===== src/rtl/alu_pkg.sv =====
// Shared widths, flag bit positions and the buffered entry type for the ALU
// writeback stage.
package alu_pkg;

    localparam int DEF_DATA_W = 32;
    localparam int DEF_DEST_W = 5;

    localparam int FLAG_C = 0;
    localparam int FLAG_V = 1;
    localparam int FLAG_Z = 2;
    localparam int FLAG_N = 3;

    typedef struct packed {
        logic [DEF_DATA_W-1:0] result;
        logic [DEF_DEST_W-1:0] dest;
    } entry_t;

    function automatic logic [3:0] pack_flags(
        input logic n,
        input logic z,
        input logic v,
        input logic c
    );
        logic [3:0] f;
        f         = 4'b0000;
        f[FLAG_N] = n;
        f[FLAG_Z] = z;
        f[FLAG_V] = v;
        f[FLAG_C] = c;
        return f;
    endfunction

endpackage


===== src/rtl/alu_skid_buffer.sv =====
// Two-entry skid buffer (main + skid) with a registered ready and a
// synchronous flush; out_data is driven straight from the main entry.
module alu_skid_buffer
    import alu_pkg::*;
#(
    parameter type item_t = entry_t
) (
    input  logic  clk,
    input  logic  rst_n,
    input  logic  flush,
    input  logic  in_valid,
    output logic  in_ready,
    input  item_t in_data,
    output logic  out_valid,
    input  logic  out_ready,
    output item_t out_data
);

    logic  main_valid_r;
    logic  skid_valid_r;
    logic  in_ready_r;
    item_t main_r;
    item_t skid_r;
    logic  in_fire_s;

    assign in_fire_s = in_valid & in_ready_r;
    assign in_ready  = in_ready_r;
    assign out_valid = main_valid_r;
    assign out_data  = main_r;

    // Entry occupancy and data movement; ready tracks "skid entry empty".
    always_ff @(posedge clk or negedge rst_n) begin
        if (!rst_n) begin
            main_valid_r <= 1'b0;
            skid_valid_r <= 1'b0;
            in_ready_r   <= 1'b1;
            main_r       <= '0;
            skid_r       <= '0;
        end else if (flush) begin
            main_valid_r <= 1'b0;
            skid_valid_r <= 1'b0;
            in_ready_r   <= 1'b1;
        end else begin
            case ({main_valid_r, skid_valid_r})
                2'b00: begin
                    if (in_fire_s) begin
                        main_r       <= in_data;
                        main_valid_r <= 1'b1;
                    end
                end
                2'b10: begin
                    if (out_ready) begin
                        if (in_fire_s) begin
                            main_r <= in_data;
                        end else begin
                            main_valid_r <= 1'b0;
                        end
                    end else if (in_fire_s) begin
                        skid_r       <= in_data;
                        skid_valid_r <= 1'b1;
                        in_ready_r   <= 1'b0;
                    end
                end
                2'b11: begin
                    // Ready is low here, so only the drain path can fire.
                    if (out_ready) begin
                        main_r       <= skid_r;
                        skid_valid_r <= 1'b0;
                        in_ready_r   <= 1'b1;
                    end
                end
                default: begin
                    main_valid_r <= 1'b0;
                    skid_valid_r <= 1'b0;
                    in_ready_r   <= 1'b1;
                end
            endcase
        end
    end

endmodule


===== src/rtl/alu_writeback.sv =====
// ALU writeback stage: skid-buffered result path, {N,Z,V,C} flag register
// with carry feedback, and a count of results retired downstream.
module alu_writeback
    import alu_pkg::*;
#(
    parameter int DATA_W = DEF_DATA_W,
    parameter int DEST_W = DEF_DEST_W
) (
    input  logic              clk_i,
    input  logic              rst_i,
    input  logic              flush_i,
    input  logic              in_valid_i,
    output logic              in_ready_o,
    input  logic [DATA_W-1:0] alu_result_i,
    input  logic              alu_carry_i,
    input  logic              alu_overflow_i,
    input  logic [DEST_W-1:0] dest_i,
    input  logic              write_flags_i,
    output logic              out_valid_o,
    input  logic              out_ready_i,
    output logic [DATA_W-1:0] out_result_o,
    output logic [DEST_W-1:0] out_dest_o,
    output logic [3:0]        flags_o,
    output logic              carry_fb_o,
    output logic [15:0]       retire_cnt_o
);

    typedef struct packed {
        logic [DATA_W-1:0] result;
        logic [DEST_W-1:0] dest;
    } wb_entry_t;

    wb_entry_t   in_entry_s;
    wb_entry_t   out_entry_s;
    logic        in_fire_s;
    logic [3:0]  flags_next_s;
    logic [3:0]  flags_r;
    logic [15:0] retire_cnt_r;

    assign in_entry_s   = '{result: alu_result_i, dest: dest_i};
    assign in_fire_s    = in_valid_i & in_ready_o & ~flush_i;
    assign out_result_o = out_entry_s.result;
    assign out_dest_o   = out_entry_s.dest;
    assign flags_o      = flags_r;
    assign carry_fb_o   = flags_r[FLAG_C];
    assign retire_cnt_o = retire_cnt_r;

    alu_skid_buffer #(
        .item_t(wb_entry_t)
    ) u_skid (
        .clk      (clk_i),
        .rst_n    (rst_i),
        .flush    (flush_i),
        .in_valid (in_valid_i),
        .in_ready (in_ready_o),
        .in_data  (in_entry_s),
        .out_valid(out_valid_o),
        .out_ready(out_ready_i),
        .out_data (out_entry_s)
    );

    // Next flag value: captured from the ALU only on a flag-writing transfer.
    always_comb begin
        flags_next_s = flags_r;
        if (in_fire_s && write_flags_i) begin
            flags_next_s = pack_flags(alu_result_i[DATA_W-1],
                                      (alu_result_i == {DATA_W{1'b0}}),
                                      alu_overflow_i, alu_carry_i);
        end else begin
            flags_next_s = flags_r;
        end
    end

    // Flag register.
    always_ff @(posedge clk_i or negedge rst_i) begin
        if (!rst_i) begin
            flags_r <= 4'b0000;
        end else begin
            flags_r <= flags_next_s;
        end
    end

    // Retire counter; an output beat on a flush edge still counts.
    always_ff @(posedge clk_i or negedge rst_i) begin
        if (!rst_i) begin
            retire_cnt_r <= 16'h0000;
        end else if (out_valid_o && out_ready_i) begin
            retire_cnt_r <= retire_cnt_r + 16'd1;
        end
    end

endmodule


===== config.mk =====
export PLATFORM = sky130hd
export DESIGN_NAME = alu_writeback
export DESIGN_NICKNAME = d
export VERILOG_FILES = /design/src/rtl/alu_pkg.sv /design/src/rtl/alu_skid_buffer.sv /design/src/rtl/alu_writeback.sv
export SDC_FILE = /design/constraint.sdc
export NUM_CORES = 1
export LEC_CHECK = 0
export ABC_AREA = 1
export CAP_MARGIN = 20
export CORE_UTILIZATION = 44
export CTS_BUF_LIST = sky130_fd_sc_hd__clkbuf_8
export DETAILED_ROUTE_END_ITERATION = 10
export PLACE_DENSITY = 0.81
export SLEW_MARGIN = 20
export SYNTH_ARGS = -nofsm -noshare
export SYNTH_HDL_FRONTEND = slang
export SYNTH_HIERARCHICAL = 1
export SYNTH_SLANG_ARGS = --single-unit
export TNS_END_PERCENT = 100

===== constraint.sdc =====
create_clock -name clk_i -period 1.94 [get_ports clk_i]
set_input_delay 0.388 -clock clk_i [delete_from_list [all_inputs] [get_ports clk_i]]
set_output_delay 0.388 -clock clk_i [all_outputs]
set_load 0.02 [all_outputs]

=== Word-level counts from Yosys, hierarchy flattened ===
Cells that the tools add are included.

* Flip-flop bits (word level): 97
* Bits of input ports: 45
* Output and inout bits: 60
* Logic and storage cells: 53

* Add/subtract/negate cells: 1
* Eq/ne operators: 12
* Multiplexer cells: 18
* Bitwise gates (word level): 4
* Reduce and logical (&&, ||, !) cells: 9

{| class="wikitable"
|+ Operator list
! kind !! count
|-
| 37-bit two-way mux || 3
|-
| 37-bit case mux with 3 select lines || 1
|-
| 32-bit logical NOT || 1
|-
| 16-bit by 1-bit adder with 16-bit output (second input constant) || 1
|-
| 4-bit AND reduction || 4
|-
| 3-bit != test (second input constant) || 4
|-
| 1-bit two-way mux || 11
|-
| 1-bit case mux with 3 select lines || 3
|-
| 2-bit != test (second input constant) || 4
|-
| 3-bit by 2-bit != test with 1-bit output (second input constant) || 2
|-
| 2-bit == test (second input constant) || 2
|-
| 3-bit nonzero test || 1
|-
| 1-bit AND || 2
|-
| 1-bit logical AND || 2
|-
| 2-bit logical NOT || 1
|-
| 1-bit NOT || 2
|}

=== Logic depth before layout (Yosys ltp) ===
Gate-level depths: netlist of the first run.

* Word-level depth: 5
* Gate-level depth with buffers: 9
* Depth with buffers taken out: 9

=== Modules after synthesis ===
Netlist of the first run, hierarchy kept.

{| class="wikitable"
|+ Modules (own cells, without submodules)
! module !! times used !! cells each !! area an instance (um^2) !! sequential area each (um^2)
|-
| alu_skid_buffer || 1 || 489 || 3811.2 || 1928.1
|-
| alu_writeback || 1 || 157 || 1147.4 || 500.5
|}

=== Worst setup path before layout of the first run ===
No wires, ideal clock.

* Kind: reg2reg
* Start point: register u_skid.main_valid_r, in the netlist u_skid/out_valid
* End point: register u_skid.main_r (netlist bit u_skid/out_data[0])
* Setup time: 0.117 ns
* Arrival time: 1.594 ns
* Required time: 1.823 ns
* Path slack: 0.229 ns
* Cell stages (with the launch flop): 8
* Buffers on the path: 1
* Period minus slack after synthesis: 1.711 ns
* Cell sequence: dfrtp_1 -> inv_1 -> ha_1 -> a21oi_2 -> nand3_2 -> buf_6 -> nand2_1 -> nand2_1

* Word-level cells in the longest chain between the ends: 3
* Elaborated cells between the ends (all ways): 8
* Those cells by class: eq/ne: 4; mux: 1; reduce/logical: 3

{| class="wikitable"
|+ RTL lines
! element !! RTL line !! source
|-
| from (decl) || alu_skid_buffer.sv:19 || <nowiki>logic main_valid_r;</nowiki>
|-
| from (signal assigned) || alu_skid_buffer.sv:34 || <nowiki>main_valid_r <= 1'b0;</nowiki>
|-
| from (signal assigned) || alu_skid_buffer.sv:40 || <nowiki>main_valid_r <= 1'b0;</nowiki>
|-
| from (signal assigned) || alu_skid_buffer.sv:48 || <nowiki>main_valid_r <= 1'b1;</nowiki>
|-
| 2-bit == test or 2-bit logical NOT (tied branches) || alu_skid_buffer.sv:44 || <nowiki>case ({main_valid_r, skid_valid_r})</nowiki>
|-
| 2-bit != test (no line) or 3-bit nonzero test (tied branches) || -- ||
|-
| 4-bit AND reduction (no line) || -- ||
|-
| to (signal assigned) || alu_skid_buffer.sv:47 || <nowiki>main_r <= in_data;</nowiki>
|-
| to (signal assigned) || alu_skid_buffer.sv:54 || <nowiki>main_r <= in_data;</nowiki>
|-
| to (signal assigned) || alu_skid_buffer.sv:67 || <nowiki>main_r <= skid_r;</nowiki>
|-
| to (decl) || alu_skid_buffer.sv:22 || <nowiki>item_t main_r;</nowiki>
|}

Several ways; a longest one is shown, not always the timed one.
A chain may end at the register's enable or synchronous reset.

=== Worst setup path after layout of the first run ===
* Start point: register retire_cnt_r[4], in the netlist retire_cnt_o[4]
* End point: output port retire_cnt_o[4]

{| class="wikitable"
|+ RTL lines
! element !! RTL line !! source
|-
| from (decl) || alu_writeback.sv:38 || <nowiki>logic [15:0] retire_cnt_r;</nowiki>
|-
| from (signal assigned) || alu_writeback.sv:88 || <nowiki>retire_cnt_r <= retire_cnt_r + 16'd1;</nowiki>
|-
| to (decl) || alu_writeback.sv:25 || <nowiki>output logic [15:0] retire_cnt_o</nowiki>
|}

No word-level cell between the ends.

==> results of run 1 <==
registers in the layout (all words and copies together), names as in the netlist:
signal / flops
u_skid/out_valid: 1
retire_cnt_o: 16
u_skid/out_data: 37
flags_o: 4
u_skid/skid_valid_r: 1
u_skid/in_ready: 1
u_skid/skid_r: 37
layout by cell type, fill, tap and decap left out, types with 2 or more instances in the layout:
master	count
sky130_fd_sc_hd__buf_12	6
sky130_fd_sc_hd__buf_4	9
sky130_fd_sc_hd__clkbuf_8	11
sky130_fd_sc_hd__clkdlybuf4s50_1	101
sky130_fd_sc_hd__dfrtp_1	95
sky130_fd_sc_hd__ha_1	6
sky130_fd_sc_hd__inv_1	69
sky130_fd_sc_hd__inv_2	2
sky130_fd_sc_hd__nand2_1	280
sky130_fd_sc_hd__nand2_2	2
sky130_fd_sc_hd__nand3_1	11
sky130_fd_sc_hd__nand3_2	2
sky130_fd_sc_hd__nand4_1	43
sky130_fd_sc_hd__nor2_1	38
sky130_fd_sc_hd__nor2_2	3
sky130_fd_sc_hd__nor3_1	2
sky130_fd_sc_hd__o21ai_0	32
sky130_fd_sc_hd__o21ai_1	9
sky130_fd_sc_hd__o21bai_1	2
sky130_fd_sc_hd__xnor2_1	2
sky130_fd_sc_hd__xor2_1	8
path summary, 6_finish.rpt:
| path | startpoint | end | slack [ns] | depth (start not counted) |
|---|---|---|---|---|
| setup reg to reg | u_skid/skid_valid_r$_DFFE_PN0P_ | u_skid/out_data[5]$_DFFE_PN0P_ | 0.30 | 8 |
| max in group asynchronous | rst_i | u_skid/out_data[27]$_DFFE_PN0P_ | 0.81 | 3 |
| hold reg to reg | u_skid/out_data[26]$_DFFE_PN0P_ | u_skid/out_data[26]$_DFFE_PN0P_ | 0.48 | 2 |
| setup / recovery | retire_cnt_o[4]$_DFFE_PN0P_ | retire_cnt_o[4] | 0.07 | 1 |
| hold / removal | u_skid/out_data[26]$_DFFE_PN0P_ | u_skid/out_data[26]$_DFFE_PN0P_ | 0.48 | 2 |
| min in group asynchronous | rst_i | u_skid/skid_r[12]$_DFFE_PN0P_ | 0.49 | 2 |
Yosys cell counts:
cell type and number:
sky130_fd_sc_hd__nand2_1 280, sky130_fd_sc_hd__dfrtp_1 96, sky130_fd_sc_hd__inv_1 68, sky130_fd_sc_hd__nand4_1 43, sky130_fd_sc_hd__nor2_1 38, sky130_fd_sc_hd__o21ai_0 32, sky130_fd_sc_hd__buf_4 14, sky130_fd_sc_hd__nand3_1 12
sky130_fd_sc_hd__o21ai_1 9, sky130_fd_sc_hd__buf_6 8, sky130_fd_sc_hd__xor2_1 8, sky130_fd_sc_hd__buf_2 7, sky130_fd_sc_hd__ha_1 6, sky130_fd_sc_hd__nor2_2 3, sky130_fd_sc_hd__o21bai_1 3, sky130_fd_sc_hd__clkbuf_1 2
sky130_fd_sc_hd__inv_2 2, sky130_fd_sc_hd__nand2_2 2, sky130_fd_sc_hd__nor3_1 2, sky130_fd_sc_hd__xnor2_1 2, sky130_fd_sc_hd__a21oi_1 1, sky130_fd_sc_hd__a21oi_2 1, sky130_fd_sc_hd__and2_0 1, sky130_fd_sc_hd__dfstp_2 1
sky130_fd_sc_hd__nand2_4 1, sky130_fd_sc_hd__nand3_2 1, sky130_fd_sc_hd__nand3b_1 1, sky130_fd_sc_hd__nor3_2 1, sky130_fd_sc_hd__nor3_4 1
through the flow:
step / cell area, µm² / power (mW) / hold WS [ns]
finish: 6360 / 8.51 / 0.476
detailed placement: 6140 / 7.20 / 0.336
global placement: 6140 / 7.04 / 0.336
CTS: 6350 / 8.56 / 0.484
floorplan: 4960 / 5.51 / 0.0924
global route: 6360 / 9.08 / 0.505
routing by layer:
metal	GRT usage, %	wire length [µm]	vias up	share of wire, %
met3	2.95	721	32	5.7
met4	8.61	263	0	2.1
met1	30.1	5460	2162	43
met2	38.6	6230	187	49
met5	0	0	-	0
li1	-	-	2208	-
area by class of cell:
type,count,area [µm²]
Inverter,70,263
Clock buffer,11,151
Timing Repair Buffer,119,1230
Clock inverter,5,55.1
Sequential cell,97,2430
Multi-Input combinational cell,448,2050
Fill cell,950,4530
Tap cell,140,175
logic make-up (layout without fill, tap and decap cells):
group | count (synthesis) | count (layout) | synth area share (%)
xor gates and xnor gates | 10 | 10 | 1.77
AOI/OAI and AO/OA | 46 | 46 | 4.87
DFF | 97 | 97 | 49.0
buffers and inverters | 101 | 205 | 10.1
adders and majority gates | 6 | 6 | 1.51
and+or+nand+nor | 386 | 386 | 32.8
tightest hold or removal path, cell delays in order (launching register included):
cell and delay, ns:
sky130_fd_sc_hd__dfrtp_1 0.35, sky130_fd_sc_hd__nand2_1 0.05, sky130_fd_sc_hd__nand2_1 0.04
where the power goes:
part           switching (mW)  leakage (nW)  internal, mW
Sequential              0.533          1.21          2.86
Combinational            2.16          1.99          1.61
Clock                   0.687         0.107         0.663
Total                    3.38          3.31          5.13
what timing repair did:
item	4_1_cts	5_1_grt
hold endpoints to repair	24	0
hold buffers	1	0
setup endpoints to repair	1	1
gates resized for setup	2	1
==> summary.md, run 1 <==
| Metric | Value |
|---|---|
| Synth Cell Area | `just under 5000 µm²` |
| Global-route wire length before repair | `21100 µm` |
| Area grow syn2layout | `28.2%` |
| Power per standard cell area | `about 1300 nW/µm²` |
| Number of distinct library cells after synthesis | `29` |
| Synth Register Bits | `97` |
| Average footprint of a synthesized cell | `7.68 µm²` |
| Data required time at the worst endpoint | `1.55 ns` |
| Period utilization | `96.3%` |
| Final non-filler cell total | `890` |
| Ordered list of cells on the worst path | `clkdlybuf4s50_1` |
| Placeable Area | `10900 µm²` |
| Remaining routing DRC violations | `0` |
| Initial cell density of the core | `45.5%` |
| Max-capacitance violation count | `0` |
| DIE AREA | `11700 µm²` |
| Util after Layout | `approximately three fifths` |
| Run status | `complete, no violations` |
| Drt initial violations | `between 300 and 400` |
| CP peak stage delay | `0.66 ns` |
| Worst-margin pin slew | `0.384 ns` |
| Vias | `4589` |
| Hold violation count in the final report | `0` |
| DRT Pass-1 Iters | `7` |
| Final setup violation count | `0` |
| Max FO, Critical Path | `4` |
| Cell count after placement | `873` |
| CTS sink count | `97` |
| Area contributors post-synth | `sky130_fd_sc_hd__dfrtp_1, sky130_fd_sc_hd__nand2_1, sky130_fd_sc_hd__nand4_1` |
| Setup Skew | `around 0.009 ns` |
| Root buffer selected by CTS | `sky130_fd_sc_hd__clkbuf_8` |
| Worst-skew pair later-pin latency | `0.35 ns` |
| Worst min-delay path class | `reg -> reg` |
| Relative slew margins | `74.4%` |
| Clock tree from TritonCTS | `done` |
| Worst setup slack before clock tree synthesis | `roughly 0.040 ns` |
| Rows | `38` |
| Number of top-level pins | `105` |
| Number of buffers inserted by port buffering | `104` |
| Worst Path Buf+Inv | `1` |
| Max-slew violations | `0` |
| Antenna violations before repair | `0` |
| Unrepaired setup endpoints after global routing | `no` |
| Number of global-route vias before repair | `~4.4k` |
| Worst-path cell with the longest stage delay | `sky130_fd_sc_hd__clkdlybuf4s50_1` |
| Synthesized netlist net count | `697` |
| Fmax | `about 540 MHz` |
| Sequential-to-total area share from yosys stat | `49.0%` |
| Final Critical Period | `1.87 ns` |
| Min setup slack post-route | `0.0726 ns` |
| Number of buffers created by CTS | `9` |
| Number of buffers between clock root and the deepest sink | `2` |
| Dpl hpwl | `8940 µm` |
| Antenna diode count | `0` |
| Share of the synthesized area in the top cell type | `48.4%` |
| Aggregate routed wire length | `about 13000 µm` |
| Total routing resource utilization after global routing | `22.9%` |
| TNS Setup | `0 ns` |
| Number of post-CTS setup repair buffers | `0` |
| Crit path max-delay family | `buffers and inverters` |
| Launching element type of the critical path | `flop` |
| Wire per inst | `14.2 µm` |
| Top cell type by total area after synthesis | `sky130_fd_sc_hd__dfrtp_1` |
| Net total in the final layout | `approximately 800` |
| Largest net degree at the start of global routing | `75` |
| CTS H-Tree Depth | `3` |
| Number of nets with antenna violations after routing | `0` |
| Layout cell share with drive strength beyond 1 | `6.13%` |
| Yosys warns | `6` |
| Total global routing overflow | `0` |
| Critical path type | `reg -> out` |
| Die Wd | `108 µm` |
| Clock edge transition at the registers on the reported setup and hold paths | `roughly 0.090 ns` |
| Critical Path AT | `1.48 ns` |
| Leakage | `3.31 nW` |
| Routed via count divided by cell count | `5.16` |
| Capturing element type of the critical path | `primary output` |
| VDD IR-drop max | `0.000661 V` |
| Global placement routability congestion | `0.846` |
| Syn Inst Count | `646` |
| Die Ht | `108 µm` |
No activity file was read; power rests on OpenSTA's default activity.
==> inputs of run 2 (changes only) <==
--- a/config.mk
+++ b/config.mk
@@ -11,5 +11,7 @@
 export CTS_BUF_LIST = sky130_fd_sc_hd__clkbuf_8
 export DETAILED_ROUTE_END_ITERATION = 10
+export GPL_TIMING_DRIVEN = 0
 export PLACE_DENSITY = 0.81
+export SKIP_LAST_GASP = 1
 export SLEW_MARGIN = 20
 export SYNTH_ARGS = -nofsm -noshare
==> constraint.sdc (replaced) <==
create_clock -name clk_i -period 1.94 [get_ports clk_i]
set_input_delay 0.388 -clock clk_i [delete_from_list [all_inputs] [get_ports clk_i]]
set_output_delay 0.388 -clock clk_i [all_outputs]
set_load 0.005 [all_outputs]
==> summary.md, run 2 (synthesis results as in run 1) <==
| Metric | Value |
|---|---|
| Clock tree from TritonCTS | `done (unchanged)` |
| Placeable Area | `10900 µm² (unchanged)` |
| Aggregate routed wire length | `12400 µm (was 12700 µm)` |
| Global-route wire length before repair | `20300 µm (was 21100 µm)` |
| Critical path type | `reg -> out (unchanged)` |
| Number of top-level pins | `105 (unchanged)` |
| Vias | `4576 (was 4589)` |
| Number of buffers inserted by port buffering | `104 (unchanged)` |
| Most common cell after layout, fill and taps aside | `sky130_fd_sc_hd__nand2_1 (unchanged)` |
| Crit path max-delay family | `flip-flops (was buffers and inverters)` |
| Data required time at the worst endpoint | `1.55 ns (about the same)` |
| Startpoint of the most critical setup path | `u_skid/in_ready$_DFFE_PN1P_ (was retire_cnt_o[4]$_DFFE_PN0P_)` |
| Die Wd | `108 µm (unchanged)` |
| Total routing resource utilization after global routing | `22.2% (was 22.9%)` |
| Final Critical Period | `1.83 ns (was 1.87 ns)` |
| Remaining routing DRC violations | `0 (unchanged)` |
| Period utilization | `94.4% (was 96.3%)` |
| Ordered list of cells on the worst path | `clkdlybuf4s50_1 (unchanged)` |
| Area grow syn2layout | `29.1% (was 28.2%)` |
| Worst Path Buf+Inv | `1 (unchanged)` |
| Initial cell density of the core | `45.5% (unchanged)` |
| VDD IR-drop max | `0.000578 V (was 0.000661 V)` |
| Rows | `38 (unchanged)` |
| Number of buffers created by CTS | `9 (unchanged)` |
| Global placement routability congestion | `0.889 (was 0.846)` |
| Reg2Reg Setup Slack | `0.12 ns (was 0.30 ns)` |
| Net total in the final layout | `814 (was 796)` |
| Worst-skew pair later-pin latency | `0.37 ns (was 0.35 ns)` |
| Launching element type of the critical path | `flop (unchanged)` |
| Run status | `complete, no violations (unchanged)` |
| Origin of the critical flop-to-flop path | `u_skid/out_valid$_DFFE_PN0P_ (was u_skid/skid_valid_r$_DFFE_PN0P_)` |
| Max-slew violations | `0 (unchanged)` |
| Dpl hpwl | `9090 µm (was 8940 µm)` |
| Die Ht | `108 µm (unchanged)` |
| Number of cells on the worst reg-to-reg path | `7 (was 8)` |
| Worst setup slack before clock tree synthesis | `-0.120 ns (was 0.0397 ns)` |
| Relative slew margins | `68.5% (was 74.4%)` |
| Wire per inst | `13.7 µm (was 14.2 µm)` |
| CP Depth | `1 (unchanged)` |
| Number of global-route vias before repair | `4316 (was 4402)` |
| Leakage | `3.35 nW (was 3.31 nW)` |
| Layout cell share with drive strength beyond 1 | `7.81% (was 6.13%)` |
| Drt initial violations | `234 (was 384)` |
| Number of buffers between clock root and the deepest sink | `2 (unchanged)` |
| Worst min-delay path class | `reg -> reg (unchanged)` |
| Max-capacitance violation count | `0 (unchanged)` |
| DRT Pass-1 Iters | `5 (was 7)` |
| Routed via count divided by cell count | `5.04 (was 5.16)` |
| Capturing element type of the critical path | `primary output (unchanged)` |
| Max FO, Critical Path | `4 (unchanged)` |
| DIE AREA | `11700 µm² (unchanged)` |
| Number of nets with antenna violations after routing | `0 (unchanged)` |
| RR Endpoint | `u_skid/out_data[10]$_DFFE_PN0P_ (was u_skid/out_data[5]$_DFFE_PN0P_)` |
| Worst-margin pin slew | `0.472 ns (was 0.384 ns)` |
| Commonest non-fill, non-tap cells in the layout | `sky130_fd_sc_hd__nand2_1, sky130_fd_sc_hd__clkdlybuf4s50_1, sky130_fd_sc_hd__dfrtp_1 (unchanged)` |
| Antenna violations before repair | `0 (unchanged)` |
| Capturing instance or port of the critical path | `in_ready_o (was retire_cnt_o[4])` |
| CTS H-Tree Depth | `3 (unchanged)` |
| Final setup violation count | `0 (unchanged)` |
| Clock edge transition at the registers on the reported setup and hold paths | `0.09 ns (about the same)` |
| Antenna diode count | `0 (unchanged)` |
| Min setup slack post-route | `0.109 ns (was 0.0726 ns)` |
| CP peak stage delay | `0.57 ns (was 0.66 ns)` |
| Largest net degree at the start of global routing | `56 (was 75)` |
| Root buffer selected by CTS | `sky130_fd_sc_hd__clkbuf_8 (unchanged)` |
| Fill cell total of the finished layout | `1002 (was 950)` |
| Unrepaired setup endpoints after global routing | `no (unchanged)` |
| Worst-path cell with the longest stage delay | `sky130_fd_sc_hd__dfstp_2 (was sky130_fd_sc_hd__clkdlybuf4s50_1)` |
| Hold violation count in the final report | `0 (unchanged)` |
| TNS Setup | `0 ns (unchanged)` |
| Fmax | `546 MHz (was 536 MHz)` |
| Total global routing overflow | `0 (unchanged)` |
| Power per standard cell area | `1220 nW/µm² (was 1340 nW/µm²)` |
| CTS sink count | `97 (unchanged)` |
| Critical Path AT | `1.44 ns (was 1.48 ns)` |
| Setup Skew | `0.0105 ns (was 0.00877 ns)` |
-- run 2: cell types whose count changed in the layout (fill, tap and decap cells not counted), moves of 2 or more --
cell and change:
sky130_fd_sc_hd__clkbuf_1 +2, sky130_fd_sc_hd__buf_2 +7, sky130_fd_sc_hd__clkdlybuf4s50_1 +2, sky130_fd_sc_hd__buf_6 +9, sky130_fd_sc_hd__buf_12 -6, sky130_fd_sc_hd__buf_4 +5, sky130_fd_sc_hd__nand3_2 -2
-- run 2: how the worst min path moves through the flow --
stage / start / end / slack [ns] / cells after the start
after floorplan: rst_i / flags_o[0]$_DFFE_PN0P_ / 0.09 / 0
final: u_skid/out_data[6]$_DFFE_PN0P_ / u_skid/out_data[6]$_DFFE_PN0P_ / 0.48 / 2
after detailed placement: rst_i / u_skid/out_data[12]$_DFFE_PN0P_ / 0.34 / 1
after CTS: u_skid/out_data[6]$_DFFE_PN0P_ / u_skid/out_data[6]$_DFFE_PN0P_ / 0.48 / 2
after global routing: u_skid/out_data[33]$_DFFE_PN0P_ / u_skid/out_data[33]$_DFFE_PN0P_ / 0.50 / 2
after global placement: u_skid/out_data[35]$_DFFE_PN0P_ / u_skid/out_data[35]$_DFFE_PN0P_ / 0.45 / 2
-- run 2: power breakdown --
part | switching [mW] | leakage, nW | internal, mW | total (mW)
sequential | 0.540 | 1.21 | 2.86 | 3.40
clock | 0.713 | 0.0969 | 0.533 | 1.25
combinational | 1.56 | 2.05 | 1.64 | 3.19
-- run 2: metal layers --
layer,share of wire (%),vias to the layer above,track usage [%]
met2,48,162,36.4
li1,-,2237,-
met3,5.5,22,3.13
met4,2.3,0,10.5
met5,0,-,0
met1,44,2155,29.1
-- run 2: cell type report --
class / instances / area, µm² / area share (%)
well taps: 140 / 175 / 2.74
flip-flops and latches: 97 / 2430 / 37.9
inverters: 70 / 263 / 4.10
plain buffers: 31 / 238 / 3.71
repair buffers: 106 / 1080 / 16.9
clock inverters: 5 / 30.0 / 0.469
clock buffers: 11 / 151 / 2.36
multi-input cells: 448 / 2040 / 31.8
-- run 2: what timing repair did --
action / 4_1_cts / 5_1_grt
hold endpoints to repair: 41 / 0
gates resized for setup: 1 / 1
setup buffers: 0 / 0
hold buffers: 1 / 0
endpoints found under the setup margin: 31 / 16
-- run 2: through the flow --
stage	cell area [µm²]	hold slack, ns	instances	power [mW]	util [%]
floorplan	4960	0.0924	646	4.96	-
global placement	6170	0.454	890	6.44	56.7
detailed placement	6200	0.336	891	6.60	57.0
CTS	6400	0.481	908	7.87	58.7
global route	6400	0.501	908	8.42	58.8
finish	6400	0.477	908	7.84	58.8
